===== config.mk =====
export PLATFORM = sky130hd
export DESIGN_NAME = line_draw_arbiter
export DESIGN_NICKNAME = d
export VERILOG_FILES = /design/src/rtl/line_pkg.sv /design/src/rtl/rr_arbiter.sv /design/src/rtl/line_draw_arbiter.sv
export SDC_FILE = /design/constraint.sdc
export NUM_CORES = 1
export LEC_CHECK = 0
export BUFFER_PORTS_ARGS = -buffer_cell sky130_fd_sc_hd__buf_2
export CAP_MARGIN = 20
export CORE_MARGIN = 5
export CORE_UTILIZATION = 35
export DETAILED_ROUTE_END_ITERATION = 7
export GPL_ROUTABILITY_DRIVEN = 0
export GPL_TIMING_DRIVEN = 0
export MAX_ROUTING_LAYER = met4
export PLACE_DENSITY = 0.72
export SLEW_MARGIN = 40
export SYNTH_ARGS = -nofsm -noshare
export SYNTH_HDL_FRONTEND = slang
export SYNTH_SLANG_ARGS = --single-unit

===== constraint.sdc =====
create_clock -name clk -period 3.6 [get_ports clk]
set_input_delay 0.54 -clock clk [delete_from_list [all_inputs] [get_ports clk]]
set_output_delay 0.54 -clock clk [all_outputs]
set_load 0.01 [all_outputs]

===== src/rtl/line_pkg.sv =====
// line_pkg: screen geometry, arbiter states and line request types shared with the line drawer.
package line_pkg;
    localparam int X_W = 10;
    localparam int Y_W = 9;
    localparam int H_RES = 640;
    localparam int V_RES = 480;

    typedef enum logic [1:0] {IDLE, LAUNCH, WAIT, ACK} arb_state_t;

    typedef struct packed {
        logic [X_W-1:0] x;
        logic [Y_W-1:0] y;
    } point_t;

    typedef struct packed {
        point_t p0;
        point_t p1;
        logic   color;
    } line_req_t;

    function automatic logic on_screen(input point_t p);
        return (p.x < X_W'(H_RES)) && (p.y < Y_W'(V_RES));
    endfunction
endpackage


===== src/rtl/rr_arbiter.sv =====
// rr_arbiter: combinational round-robin pick of the first request at or after ptr.
module rr_arbiter
    import line_pkg::*;
#(
    parameter int NREQ = 4
) (
    input  logic [NREQ-1:0] req,
    input  logic [2:0]      ptr,
    output logic [NREQ-1:0] gnt,
    output logic [2:0]      idx,
    output logic            any
);
    always_comb begin
        idx = '0;
        // Scanning from the far end lets the closest hit to ptr overwrite the others.
        for (int i = NREQ - 1; i >= 0; i--) begin
            if (req[(int'(ptr) + i) % NREQ])
                idx = 3'((int'(ptr) + i) % NREQ);
        end
        any = |req;
        gnt = any ? (NREQ'(1) << idx) : '0;
    end
endmodule


===== src/rtl/line_draw_arbiter.sv =====
// line_draw_arbiter: shares one Bresenham drawer among NREQ requesters with
// round-robin grants, screen range checks and a watchdog on the drawer.
module line_draw_arbiter
    import line_pkg::*;
#(
    parameter int NREQ    = 4,
    parameter int TIMEOUT = 1_048_576
) (
    input  logic                clk,
    input  logic                reset,
    input  logic [NREQ-1:0]     req,
    input  logic [NREQ*X_W-1:0] req_x0,
    input  logic [NREQ*X_W-1:0] req_x1,
    input  logic [NREQ*Y_W-1:0] req_y0,
    input  logic [NREQ*Y_W-1:0] req_y1,
    input  logic [NREQ-1:0]     req_color,
    output logic [NREQ-1:0]     ack,
    output logic                ack_err,
    output logic                busy,
    output logic [2:0]          gnt_id,
    output logic                drw_start,
    output logic                drw_abort,
    output logic [X_W-1:0]      drw_x0,
    output logic [X_W-1:0]      drw_x1,
    output logic [Y_W-1:0]      drw_y0,
    output logic [Y_W-1:0]      drw_y1,
    output logic                drw_color,
    input  logic                drw_done
);
    localparam int CW = $clog2(TIMEOUT);

    arb_state_t      state;
    logic [2:0]      rr_ptr;
    logic [2:0]      idx;
    logic [2:0]      next_ptr;
    logic [NREQ-1:0] gnt_oh;
    logic            any;
    logic            legal;
    logic [CW-1:0]   cnt;
    line_req_t       cur;
    line_req_t       pick;

    rr_arbiter #(.NREQ(NREQ)) u_arb (
        .req (req),
        .ptr (rr_ptr),
        .gnt (gnt_oh),
        .idx (idx),
        .any (any)
    );

    always_comb begin
        pick.p0.x = req_x0[int'(idx)*X_W +: X_W];
        pick.p0.y = req_y0[int'(idx)*Y_W +: Y_W];
        pick.p1.x = req_x1[int'(idx)*X_W +: X_W];
        pick.p1.y = req_y1[int'(idx)*Y_W +: Y_W];
        pick.color = |(req_color & gnt_oh);
        legal = on_screen(pick.p0) && on_screen(pick.p1);
        next_ptr = (gnt_id == 3'(NREQ - 1)) ? 3'd0 : gnt_id + 3'd1;
    end

    assign drw_x0    = cur.p0.x;
    assign drw_y0    = cur.p0.y;
    assign drw_x1    = cur.p1.x;
    assign drw_y1    = cur.p1.y;
    assign drw_color = cur.color;

    always_ff @(posedge clk) begin
        if (reset) begin
            state     <= IDLE;
            rr_ptr    <= '0;
            gnt_id    <= '0;
            cur       <= '0;
            cnt       <= '0;
            ack       <= '0;
            ack_err   <= 1'b0;
            busy      <= 1'b0;
            drw_start <= 1'b0;
            drw_abort <= 1'b0;
        end else begin
            drw_start <= 1'b0;
            drw_abort <= 1'b0;
            ack       <= '0;
            ack_err   <= 1'b0;
            case (state)
                IDLE: if (any) begin
                    cur    <= pick;
                    gnt_id <= idx;
                    busy   <= 1'b1;
                    if (legal) begin
                        drw_start <= 1'b1;
                        state     <= LAUNCH;
                    end else begin
                        ack     <= gnt_oh;
                        ack_err <= 1'b1;
                        state   <= ACK;
                    end
                end
                LAUNCH: begin
                    cnt   <= '0;
                    state <= WAIT;
                end
                // Abort decided as the count steps to TIMEOUT-1 so the registered pulse lands with the ack.
                WAIT: if (drw_done) begin
                    ack   <= NREQ'(1) << gnt_id;
                    state <= ACK;
                end else if (cnt == CW'(TIMEOUT - 2)) begin
                    drw_abort <= 1'b1;
                    ack       <= NREQ'(1) << gnt_id;
                    ack_err   <= 1'b1;
                    state     <= ACK;
                end else begin
                    cnt <= cnt + 1'b1;
                end
                ACK: begin
                    rr_ptr <= next_ptr;
                    busy   <= 1'b0;
                    state  <= IDLE;
                end
                default: state <= IDLE;
            endcase
        end
    end
endmodule


### Yosys cells after proc, flatten, opt, wreduce, memory -nomap -nowiden

Cells that the tools add are included.

* add/subtract/negate cells: 5
* $mul: 2
* magnitude comparators: 8
* eq/ne operators: 9
* shift-type cells: 6
* multiplexer cells: 38
* bitwise gates (word level): 7
* reduce and logical (&&, ||, !) cells: 17

Operators by type and width (count)
* 20-bit two-way mux: 2
* 20-bit case mux with 2 select lines: 1
* 40-bit by 32-bit indexed part select with 10-bit output: 1
* 40-bit by 8-bit indexed part select with 10-bit output: 1
* 36-bit by 32-bit indexed part select with 9-bit output: 1
* 36-bit by 8-bit indexed part select with 9-bit output: 1
* 20-bit by 1-bit adder with 20-bit output, second input constant: 1
* 20-bit equality test, second input constant: 1
* 10-bit less-than comparator, second input constant: 2
* 4-bit two-way mux: 5
* 9-bit less-than comparator, second input constant: 2
* 1-bit two-way mux: 13
* 3-bit by 4-bit less-than comparator with 1-bit output, second input constant: 3
* 3-bit two-way mux: 4
* 2-bit two-way mux: 5
* 1-bit binary-select mux with 2-bit select: 4
* 2-bit case mux with 4 select lines: 1
* 4-bit case mux with 2 select lines: 1
* 2-bit OR reduction: 4
* 4-bit OR reduction: 2
* 1-bit by 3-bit left shift with 4-bit output, first input constant: 2
* 3-bit by 4-bit multiplier with 7-bit output, second input constant: 1
* 3-bit by 3-bit multiplier with 6-bit output, second input constant: 1
* 2-bit inequality test, second input constant: 3
* other kinds (17): 30

* register bits: 74
* output and inout port bits: 50
* logic and storage cells: 106

### Longest topological paths before layout

Gate-level depths: netlist (run 1).

* depth after elaboration: 18
* mapped depth: 10
* gate-level depth less buffers: 9

### Modules after synthesis

Synthesis (run 1) repeated with hierarchy kept, for this count alone.

* cell total of the unflattened synthesis: 415
* area, all modules: 4224.1 um^2

Modules (own cells, without submodules)
* line_draw_arbiter: instances 1, cells each 379, area each 3993.8 um^2, sequential area each 1501.4 um^2
* rr_arbiter: instances 1, cells each 36, area each 230.2 um^2, sequential area each 0.0 um^2

### Worst setup path after synthesis (run 1)

No wires, ideal clock.

* kind: in2reg
* start: input req[2]
* end: register ack[1]
* library setup time: 130 ps
* arrival: 2322 ps
* required time: 3470 ps
* path slack: 1147 ps
* cell stages on the path: 9
* buffers on the path: 2
* cells stage by stage: nor2b_1 nor2b_1 or3_1 buf_2 buf_6 mux4_2 o221ai_2 and4_4 o31ai_1

* longest elaborated chain between the ends: 15

RTL lines
* start: declaration: RTL line line_draw_arbiter.sv:11 `input logic [NREQ-1:0] req,`
* 1-bit binary-select mux with 2-bit select: RTL line rr_arbiter.sv:17 `if (req[(int'(ptr) + i) % NREQ])`
* 1-bit two-way mux (implied by the code) (2 in a row): RTL line rr_arbiter.sv:17
* 3-bit two-way mux (4 in a row): RTL line rr_arbiter.sv:17
* 3-bit by 4-bit multiplier with 7-bit output or 3-bit by 3-bit multiplier with 6-bit output (tied branches)
* 36-bit by 32-bit indexed part select with 9-bit output (tied with other cells): RTL line line_draw_arbiter.sv:53 `pick.p0.y = req_y0[int'(idx)*Y_W +: Y_W];`
* 9-bit less-than comparator or 10-bit less-than comparator (tied branches): RTL line line_pkg.sv:22 `return (p.x < X_W'(H_RES)) && (p.y < Y_W'(V_RES));`
* 1-bit logical AND: RTL line line_pkg.sv:22
* 1-bit logical AND: RTL line line_draw_arbiter.sv:57 `legal = on_screen(pick.p0) && on_screen(pick.p1);`
* 4-bit two-way mux: RTL line line_draw_arbiter.sv:89 `if (legal) begin`
* 4-bit two-way mux *: RTL line line_draw_arbiter.sv:85 `IDLE: if (any) begin`
* 4-bit case mux with 2 select lines *: RTL line line_draw_arbiter.sv:84 `case (state)`
* end signal: assignment: RTL line line_draw_arbiter.sv:93 `ack <= gnt_oh;`
* end signal: assignment: RTL line line_draw_arbiter.sv:104 `ack <= NREQ'(1) << gnt_id;`
* end signal: assignment: RTL line line_draw_arbiter.sv:108 `ack <= NREQ'(1) << gnt_id;`
* end: declaration: RTL line line_draw_arbiter.sv:17 `output logic [NREQ-1:0] ack,`

Every way passes the cells marked *; elsewhere a longest branch is shown, timed or not. The select of a mux whose other input is x is not followed.
A chain may end at the register's enable or synchronous reset.

### Worst setup path in the final report (run 1)

* start: register rr_ptr[1]
* end: register cur, in the netlist drw_x0[6]

* longest elaborated chain between the ends: 10

RTL lines
* start: declaration: RTL line line_draw_arbiter.sv:33 `logic [2:0] rr_ptr;`
* start signal: assignment: RTL line line_draw_arbiter.sv:115 `rr_ptr <= next_ptr;`
* 2-bit adder: RTL line rr_arbiter.sv:17, rr_arbiter.sv:18
* 1-bit binary-select mux with 2-bit select: RTL line rr_arbiter.sv:17
* 1-bit two-way mux (implied by the code) (2 in a row): RTL line rr_arbiter.sv:17
* 3-bit two-way mux (3 in a row): RTL line rr_arbiter.sv:17
* 3-bit two-way mux *: RTL line rr_arbiter.sv:17
* 3-bit by 3-bit multiplier with 6-bit output *: RTL line line_draw_arbiter.sv:52 `pick.p0.x = req_x0[int'(idx)*X_W +: X_W];`
* 40-bit by 32-bit indexed part select with 10-bit output *: RTL line line_draw_arbiter.sv:52
* end signal: assignment: RTL line line_draw_arbiter.sv:86 `cur <= pick;`
* end: declaration: RTL line line_draw_arbiter.sv:40 `line_req_t cur;`

Marked as above.

==> summary.txt, run 1 <==
Run status
  – Status: finished clean

STA
  – Count of pins over their slew limit: 0
  – Min Tclk post-route: 2.94 ns
  – Hold_ws: 0.448 ns
  – Worst slew pin tran: 0.592 ns
  – Slew HR: 60.2%
  – Final Setup Violations: 0
  – Achievable Freq: 0.340 GHz
  – Final Hold Viols: 0
  – Clock skew: 0.0100 ns
  – Setup tns final: 0 ns
  – Tcrit/Tclk final: 81.8%
  – RSZ-0062 raised after global routing: false

CTS
  – CTS clk-pin slew, worst paths: 0.06 ns
  – CTS tree: built
  – Clock Root Buffer: clkbuf_16
  – PostCTS Resize Cnt: 0
  – Htree depth: 3
  – CTS sink cnt: 73
  – Hold buffers post-CTS: 0
  – Total CTS buffers: 9
  – Post-CTS Setup Bufs: 0
  – Worst-skew pair later-pin latency: 0.33 ns
  – CTS Buffer Depth: 2

Drt
  – Number of vias per cell: 5.02
  – Drt first pass iters: 5
  – Detailed-route via count: 4683
  – DR DRC count: 0
  – Initial drt markers: 232
  – WL/cell: 15.4 um
  – Final WL: 14400 um
  – Final ANT Viol Nets: 0

Placement
  – Placed Cells: 917
  – Placement Cell Area: 0.00535 mm2
  – Post-DP HPWL: 11800 um
  – PortBufs: 210

Floorplanning
  – Row count: 39
  – Area of the core: 0.0115 mm2
  – Boundary Pins: 213
  – Die Wd: 119 um
  – Die height: 119 um
  – Die area: 0.0141 mm2
  – Initial core utilization: 36.0%

Critical path
  – CP endpoint kind: register
  – Critical path fanouts, max: 10
  – Reg2Reg Setup Slack: 0.66 ns
  – Reg2Reg Depth: 10
  – CP Launch Type: register
  – Worst Path Arrival: 3.20 ns
  – CP Class: register to register
  – RR Endpoint: drw_x0[6]
  – Critical R2R Launch: rr_ptr[1]
  – Crit path required time: 3.86 ns

Global route
  – Global route total overflow: 0
  – GRT Resource Usage Total: 20.7%
  – Largest net degree at the start of global routing: 14
  – Vias in the first global route: 4579
  – Initial antenna violation count: 0
  – First-pass GRT wire length: 22900 um

Synthesis
  – Netlist cell types: 46
  – Most used DFF post-synth: dfxtp_1
  – Syn Inst Count: 564
  – Fraction of the mapped netlist area in simple logic gates: 34.7%
  – Synth Register Bits: 73
  – Post-Synth Adder-Cell Area: 3.03%
  – Multiplexer share of the synthesized area: 7.83%
  – Area fraction in compound gates after synthesis: 10.9%
  – Sequential fraction of the synthesis area: 35.4%
  – Syn Nets: 737
  – Largest family of logic cells by synthesized area: simple AND/OR/NAND/NOR gates
  – Area share of the largest cell type after synthesis: 35.4%
  – Ranking of synthesized cells by area: dfxtp_1, nand2_1, nand3_1
  – Syn Area/Cell: 7.31 um2
  – Synthesis Warnings: 0
  – Mapped Area: 0.00412 mm2
  – Ys async rst share: 0%
  – Yosys top cell by area: dfxtp_1
  – Number of synthesized flops with an enable pin: 0
  – Post-synthesis xor/xnor area fraction: 3.40%

Layout
  – Final nets: 958
  – Finished Layout Cells: 933
  – Layout cells sized above 1: 31.3%
  – Fin area: 0.00565 mm2
  – Area Overhead vs Synth: 37.0%
  – Number of diodes: 0

Power
  – Clk pwr share: 28.3%
  – Sw frac: 37.8%
  – Net Switching: 1190 uW
  – Leak: 0.00262 uW
  – Combinational power share: 38.5%
  – Worst VDD drop: 311 uV
  – P_int: 1960 uW
  – Power per cell area: 557 mW/mm2
  – Seq pwr share: 33.2%

Worst hold path
  – Hold Path Cell Cnt: 2
  – Hold Path Sink: drw_x0[6]
  – Hold path startpoint: drw_x0[6]
  – Hold WC Path Type: register to register

Job
  – Maximum capacitance violations: 0
-- state kept, by name, indices dropped and copies added (netlist names), 2 cells and up --
| name | cells |
|---|---|
| ack | 4 |
| cnt | 20 |
| drw_x0 | 10 |
| drw_x1 | 10 |
| drw_y0 | 9 |
| drw_y1 | 9 |
| gnt_id | 2 |
| rr_ptr | 2 |
| state | 2 |
-- routing by layer --
layer	global-route usage, %	wire [um]	up-vias
li1	-	-	2376
met1	23.5	5670	2101
met2	35.3	7280	175
met3	5.40	1080	31
met4	6.95	376	0
met5	-	0	-
-- worst max path at each step --
stage | to | slack [ns] | startpoint
3_5_place_dp | drw_x0[6] | 0.36 | req[2]
5_1_grt | drw_x0[6] | 0.39 | rr_ptr[1]
6_report | drw_x0[6] | 0.66 | rr_ptr[1]
4_1_cts | drw_x0[6] | 0.59 | rr_ptr[1]
3_3_place_gp | drw_x0[6] | 0.36 | req[2]
2_1_floorplan | ack[1] | 1.15 | req[2]
-- area by class of cell --
| type | count | area, um2 |
|---|---|---|
| Timing Repair Buffer | 210 | 1050 |
| Tap cell | 143 | 179 |
| Clock inverter | 6 | 67.6 |
| Buffer | 39 | 161 |
| Clock buffer | 10 | 229 |
| Multi-Input combinational cell | 444 | 2470 |
| Fill cell | 1179 | 5820 |
| Sequential cell | 73 | 1460 |
| Inverter | 8 | 30.0 |
-- logic make-up after synthesis --
kind of cell               Yosys count
AOI/OAI and AO/OA                   74
xor gates and xnor gates            16
adders and majority gates           10
buffers and inverters               47
DFF                                 73
muxes                               17
other                                1
and+or+nand+nor                    326
-- placed cells by master, fill, tap and decap left out, drive strengths merged, types with 4 or more instances in the layout --
cell type | Yosys | layout
inv | 8 | 9
mux4 | 12 | 12
o31ai | 4 | 4
buf | 9 | 219
nand2b | 4 | 4
nor2 | 28 | 28
nor3 | 7 | 7
and3 | 6 | 6
a21oi | 47 | 47
nand4 | 6 | 6
clkbuf | 30 | 40
and4 | 4 | 4
nand2 | 177 | 177
ha | 10 | 10
nor2b | 4 | 4
xnor2 | 6 | 6
o21ai | 4 | 4
dfxtp | 73 | 73
nand3 | 82 | 82
xor2 | 10 | 10
-- stage by stage --
| stage | total power [uW] | setup WS (ns) | utilization [%] |
|---|---|---|---|
| after global routing | 3360 | 0.391 | 49.3 |
| after floorplan | 1800 | 1.15 | - |
| after global placement | 2270 | 0.362 | 46.7 |
| after detailed placement | 2280 | 0.364 | 46.7 |
| final | 3150 | 0.656 | 49.3 |
| after CTS | 3190 | 0.593 | 49.3 |
-- power by group through the flow --
stage	combinational [uW]	sequential (uW)	clock [uW]
4_1_cts	1230	1050	915
2_1_floorplan	675	1120	0
3_5_place_dp	1220	1060	0
6_report	1210	1050	891
5_1_grt	1350	1070	944
3_3_place_gp	1220	1060	0
-- synth_stat cells, types with 7 or more instances --
cell	instances
nor3_1	7
a21oi_1	47
ha_1	10
xor2_1	10
inv_1	8
nor2_1	28
nand3_1	82
dfxtp_1	73
clkbuf_1	30
mux4_2	12
nand2_1	177
-- critical path, stage by stage, from the launching register on --
cell and delay [ns]:
dfxtp_1 0.42, mux2i_1 0.21, nor2_1 0.06, nor3_1 0.35, buf_2 0.36, clkbuf_1 0.48, clkbuf_1 0.51, nand2_1 0.12
nand3_1 0.11, nand3_1 0.09, a21oi_1 0.14
Note: power is estimated with default switching activity, not from simulation.
==> run 2, diff against run 1 <==
--- a/config.mk
+++ b/config.mk
@@ -13,7 +13,7 @@
 export GPL_ROUTABILITY_DRIVEN = 0
 export GPL_TIMING_DRIVEN = 0
 export MAX_ROUTING_LAYER = met4
-export PLACE_DENSITY = 0.72
+export PLACE_DENSITY = 0.75
 export SLEW_MARGIN = 40
 export SYNTH_ARGS = -nofsm -noshare
 export SYNTH_HDL_FRONTEND = slang
==> constraint.sdc (replaced) <==
create_clock -name clk -period 2.5 [get_ports clk]
set_input_delay 0.375 -clock clk [delete_from_list [all_inputs] [get_ports clk]]
set_output_delay 0.375 -clock clk [all_outputs]
set_load 0.01 [all_outputs]
==> run 2 against run 1 <==
Worst hold slack worse by 0.024 ns; largest power group unchanged; clock-buffer cell count shrank 1; critical path type unchanged; cell count grew 0.43%; maximum frequency up 23%; combinational power rose by 49%; sequential share of layout area fell by 0.71 points; first-iteration DRC count grew 47%; critical path depth fell by 2.
==> summary.txt, run 2 (synthesis gave the netlist of run 1 again) <==
Floorplanning
  – Boundary Pins: 213 (unchanged)
  – Initial core utilization: 36.0% (unchanged)
  – Area of the core: 0.0115 mm2 (unchanged)
  – Die area: 0.0141 mm2 (unchanged)
  – Die height: 119 um (unchanged)
  – Die Wd: 119 um (unchanged)
  – Row count: 39 (unchanged)

Critical path
  – Critical R2R Launch: rr_ptr[1] (unchanged)
  – CP endpoint kind: register (unchanged)
  – Reg2Reg Setup Slack: 0.11 ns (was 0.66 ns)
  – Reg2Reg Depth: 8 (was 10)
  – Critical path fanouts, max: 5 (was 10)
  – CP Class: register to register (unchanged)
  – CP Launch Type: register (unchanged)
  – RR Endpoint: ack_err (was drw_x0[6])
  – Crit path required time: 2.71 ns (was 3.86 ns)
  – Worst Path Arrival: 2.60 ns (was 3.20 ns)

Global route
  – Global route total overflow: 0 (unchanged)
  – GRT Resource Usage Total: 21.3% (was 20.7%)
  – Initial antenna violation count: 1 (was 0)
  – First-pass GRT wire length: 23400 um (was 22900 um)
  – Vias in the first global route: 4778 (was 4579)
  – Largest net degree at the start of global routing: 14 (unchanged)

Power
  – PnR Total Power: 4900 uW (was 3150 uW)
  – Seq pwr share: 30.8% (was 33.2%)
  – Leak: 0.00272 uW (was 0.00262 uW)
  – Net Switching: 1760 uW (was 1190 uW)
  – P_int: 3140 uW (was 1960 uW)
  – Sw frac: 35.9% (was 37.8%)
  – Clk pwr share: 32.5% (was 28.3%)
  – Worst VDD drop: 475 uV (was 311 uV)
  – Combinational power share: 36.7% (was 38.5%)
  – Power per cell area: 841 mW/mm2 (was 557 mW/mm2)

STA
  – Worst Slack Setup Final: 0.110 ns (was 0.656 ns)
  – Achievable Freq: 0.418 GHz (was 0.340 GHz)
  – Slew HR: 54.3% (was 60.2%)
  – Final Setup Violations: 0 (unchanged)
  – Hold_ws: 0.424 ns (was 0.448 ns)
  – Count of pins over their slew limit: 0 (unchanged)
  – Min Tclk post-route: 2.39 ns (was 2.94 ns)
  – Tcrit/Tclk final: 95.6% (was 81.8%)
  – Worst slew pin tran: 0.680 ns (was 0.592 ns)
  – Final Hold Viols: 0 (unchanged)
  – Clock skew: 0.00844 ns (was 0.0100 ns)

Drt
  – Initial drt markers: 342 (was 232)
  – Final ANT Viol Nets: 0 (unchanged)
  – WL/cell: 16.2 um (was 15.4 um)
  – Drt first pass iters: 5 (unchanged)
  – Final WL: 15200 um (was 14400 um)
  – Met1 WL: 5970 um (was 5670 um)
  – Routed met3 length: 1090 um (was 1080 um)
  – DR DRC count: 0 (unchanged)
  – Number of vias per cell: 5.17 (was 5.02)
  – Max layer used: met4 (unchanged)
  – Detailed-route via count: 4845 (was 4683)
  – Met2 wire length: 7890 um (was 7280 um)

CTS
  – Hold buffers post-CTS: 0 (unchanged)
  – Clock Root Buffer: clkbuf_16 (unchanged)
  – CTS clk-pin slew, worst paths: 0.06 ns (about the same)
  – CTS tree: built (unchanged)
  – Htree depth: 3 (unchanged)
  – CTS Buffer Depth: 2 (unchanged)
  – CTS sink cnt: 73 (unchanged)
  – Worst-skew pair later-pin latency: 0.33 ns (about the same)
  – Total CTS buffers: 9 (unchanged)

Layout
  – Area Overhead vs Synth: 41.2% (was 37.0%)
  – Most frequent cells in the layout: buf_2, nand2_1, nand3_1 (unchanged)
  – Largest Register: cnt (unchanged)
  – Final nets: 961 (was 958)
  – Commonest non-fill, non-tap cell in the layout: buf_2 (unchanged)
  – Final-layout fill cell count: 1189 (was 1179)
  – Fin area: 0.00582 mm2 (was 0.00565 mm2)
  – Final core occ: 50.8% (was 49.3%)
  – Max reg flops: 20 (unchanged)
  – Layout cells sized above 1: 33.8% (was 31.3%)

Worst hold path
  – Hold path startpoint: req_y0[18] (was drw_x0[6])
  – Hold Path Cell Cnt: 5 (was 2)
  – Hold WC Path Type: input port to register (was register to register)
  – Hold Path Sink: drw_y0[0] (was drw_x0[6])

Placement
  – Placement Cell Area: 0.00535 mm2 (unchanged)
  – Place WS: -0.606 ns (was 0.364 ns)
  – Post-DP HPWL: 12100 um (was 11800 um)
  – PortBufs: 210 (unchanged)

Run status
  – Status: finished clean (unchanged)

Job
  – Maximum capacitance violations: 0 (unchanged)
run 2: layout make-up:
| type | instances | area [um2] | share of cell area (%) |
|---|---|---|---|
| Antenna cell | 1 | 2.50 | 0.0430 |
| Inverter | 8 | 30.0 | 0.516 |
| Clock inverter | 7 | 143 | 2.45 |
| Multi-Input combinational cell | 444 | 2520 | 43.2 |
| Timing Repair Buffer | 214 | 1080 | 18.6 |
| Buffer | 38 | 183 | 3.14 |
| Clock buffer | 9 | 225 | 3.87 |
| Sequential cell | 73 | 1470 | 25.2 |
| Tap cell | 143 | 179 | 3.07 |
run 2: worst max-delay path by stage:
stage | endpoint | cells past startpoint | from
after floorplan | ack[1] | 9 | rr_ptr[1]
final | ack_err | 8 | rr_ptr[1]
after global routing | ack_err | 8 | rr_ptr[0]
after detailed placement | drw_x1[5] | 11 | req[2]
after CTS | ack_err | 9 | rr_ptr[1]
after global placement | drw_y0[4] | 11 | req[2]
run 2: routing by layer:
layer  vias up  GRT usage (%)
met5         -              -
met4         0           4.68
met3        22           5.83
met2       193           37.6
met1      2248           23.9
li1       2382              -
run 2: critical path, stage by stage (launching register included):
cell and delay, ns:
dfxtp_4 0.36, mux2i_1 0.21, nor2_2 0.08, or3_4 0.40
buf_12 0.16, mux4_2 0.48, o221ai_2 0.17, nand4_1 0.19
a21o_1 0.23
run 2: power by group through the flow:
stage | clock network [uW] | registers [uW] | logic [uW]
floorplan | 0 | 1620 | 972
global placement | 0 | 1520 | 1760
detailed placement | 0 | 1530 | 1780
CTS | 1610 | 1500 | 1810
global route | 1670 | 1540 | 1990
finish | 1590 | 1510 | 1800
run 2: through the flow:
stage,setup TNS [ns],instances
final,0,937
after global routing,-0.0357,937
after CTS,0,936
after detailed placement,-17.09,917
after global placement,-16.08,917
after floorplan,0,564
run 2: timing repair:
item | CTS | global route
pin swaps | 5 | 7
gates resized for setup | 17 | 10
endpoints found under the setup margin | 36 | 23
setup buffers | 3 | 1
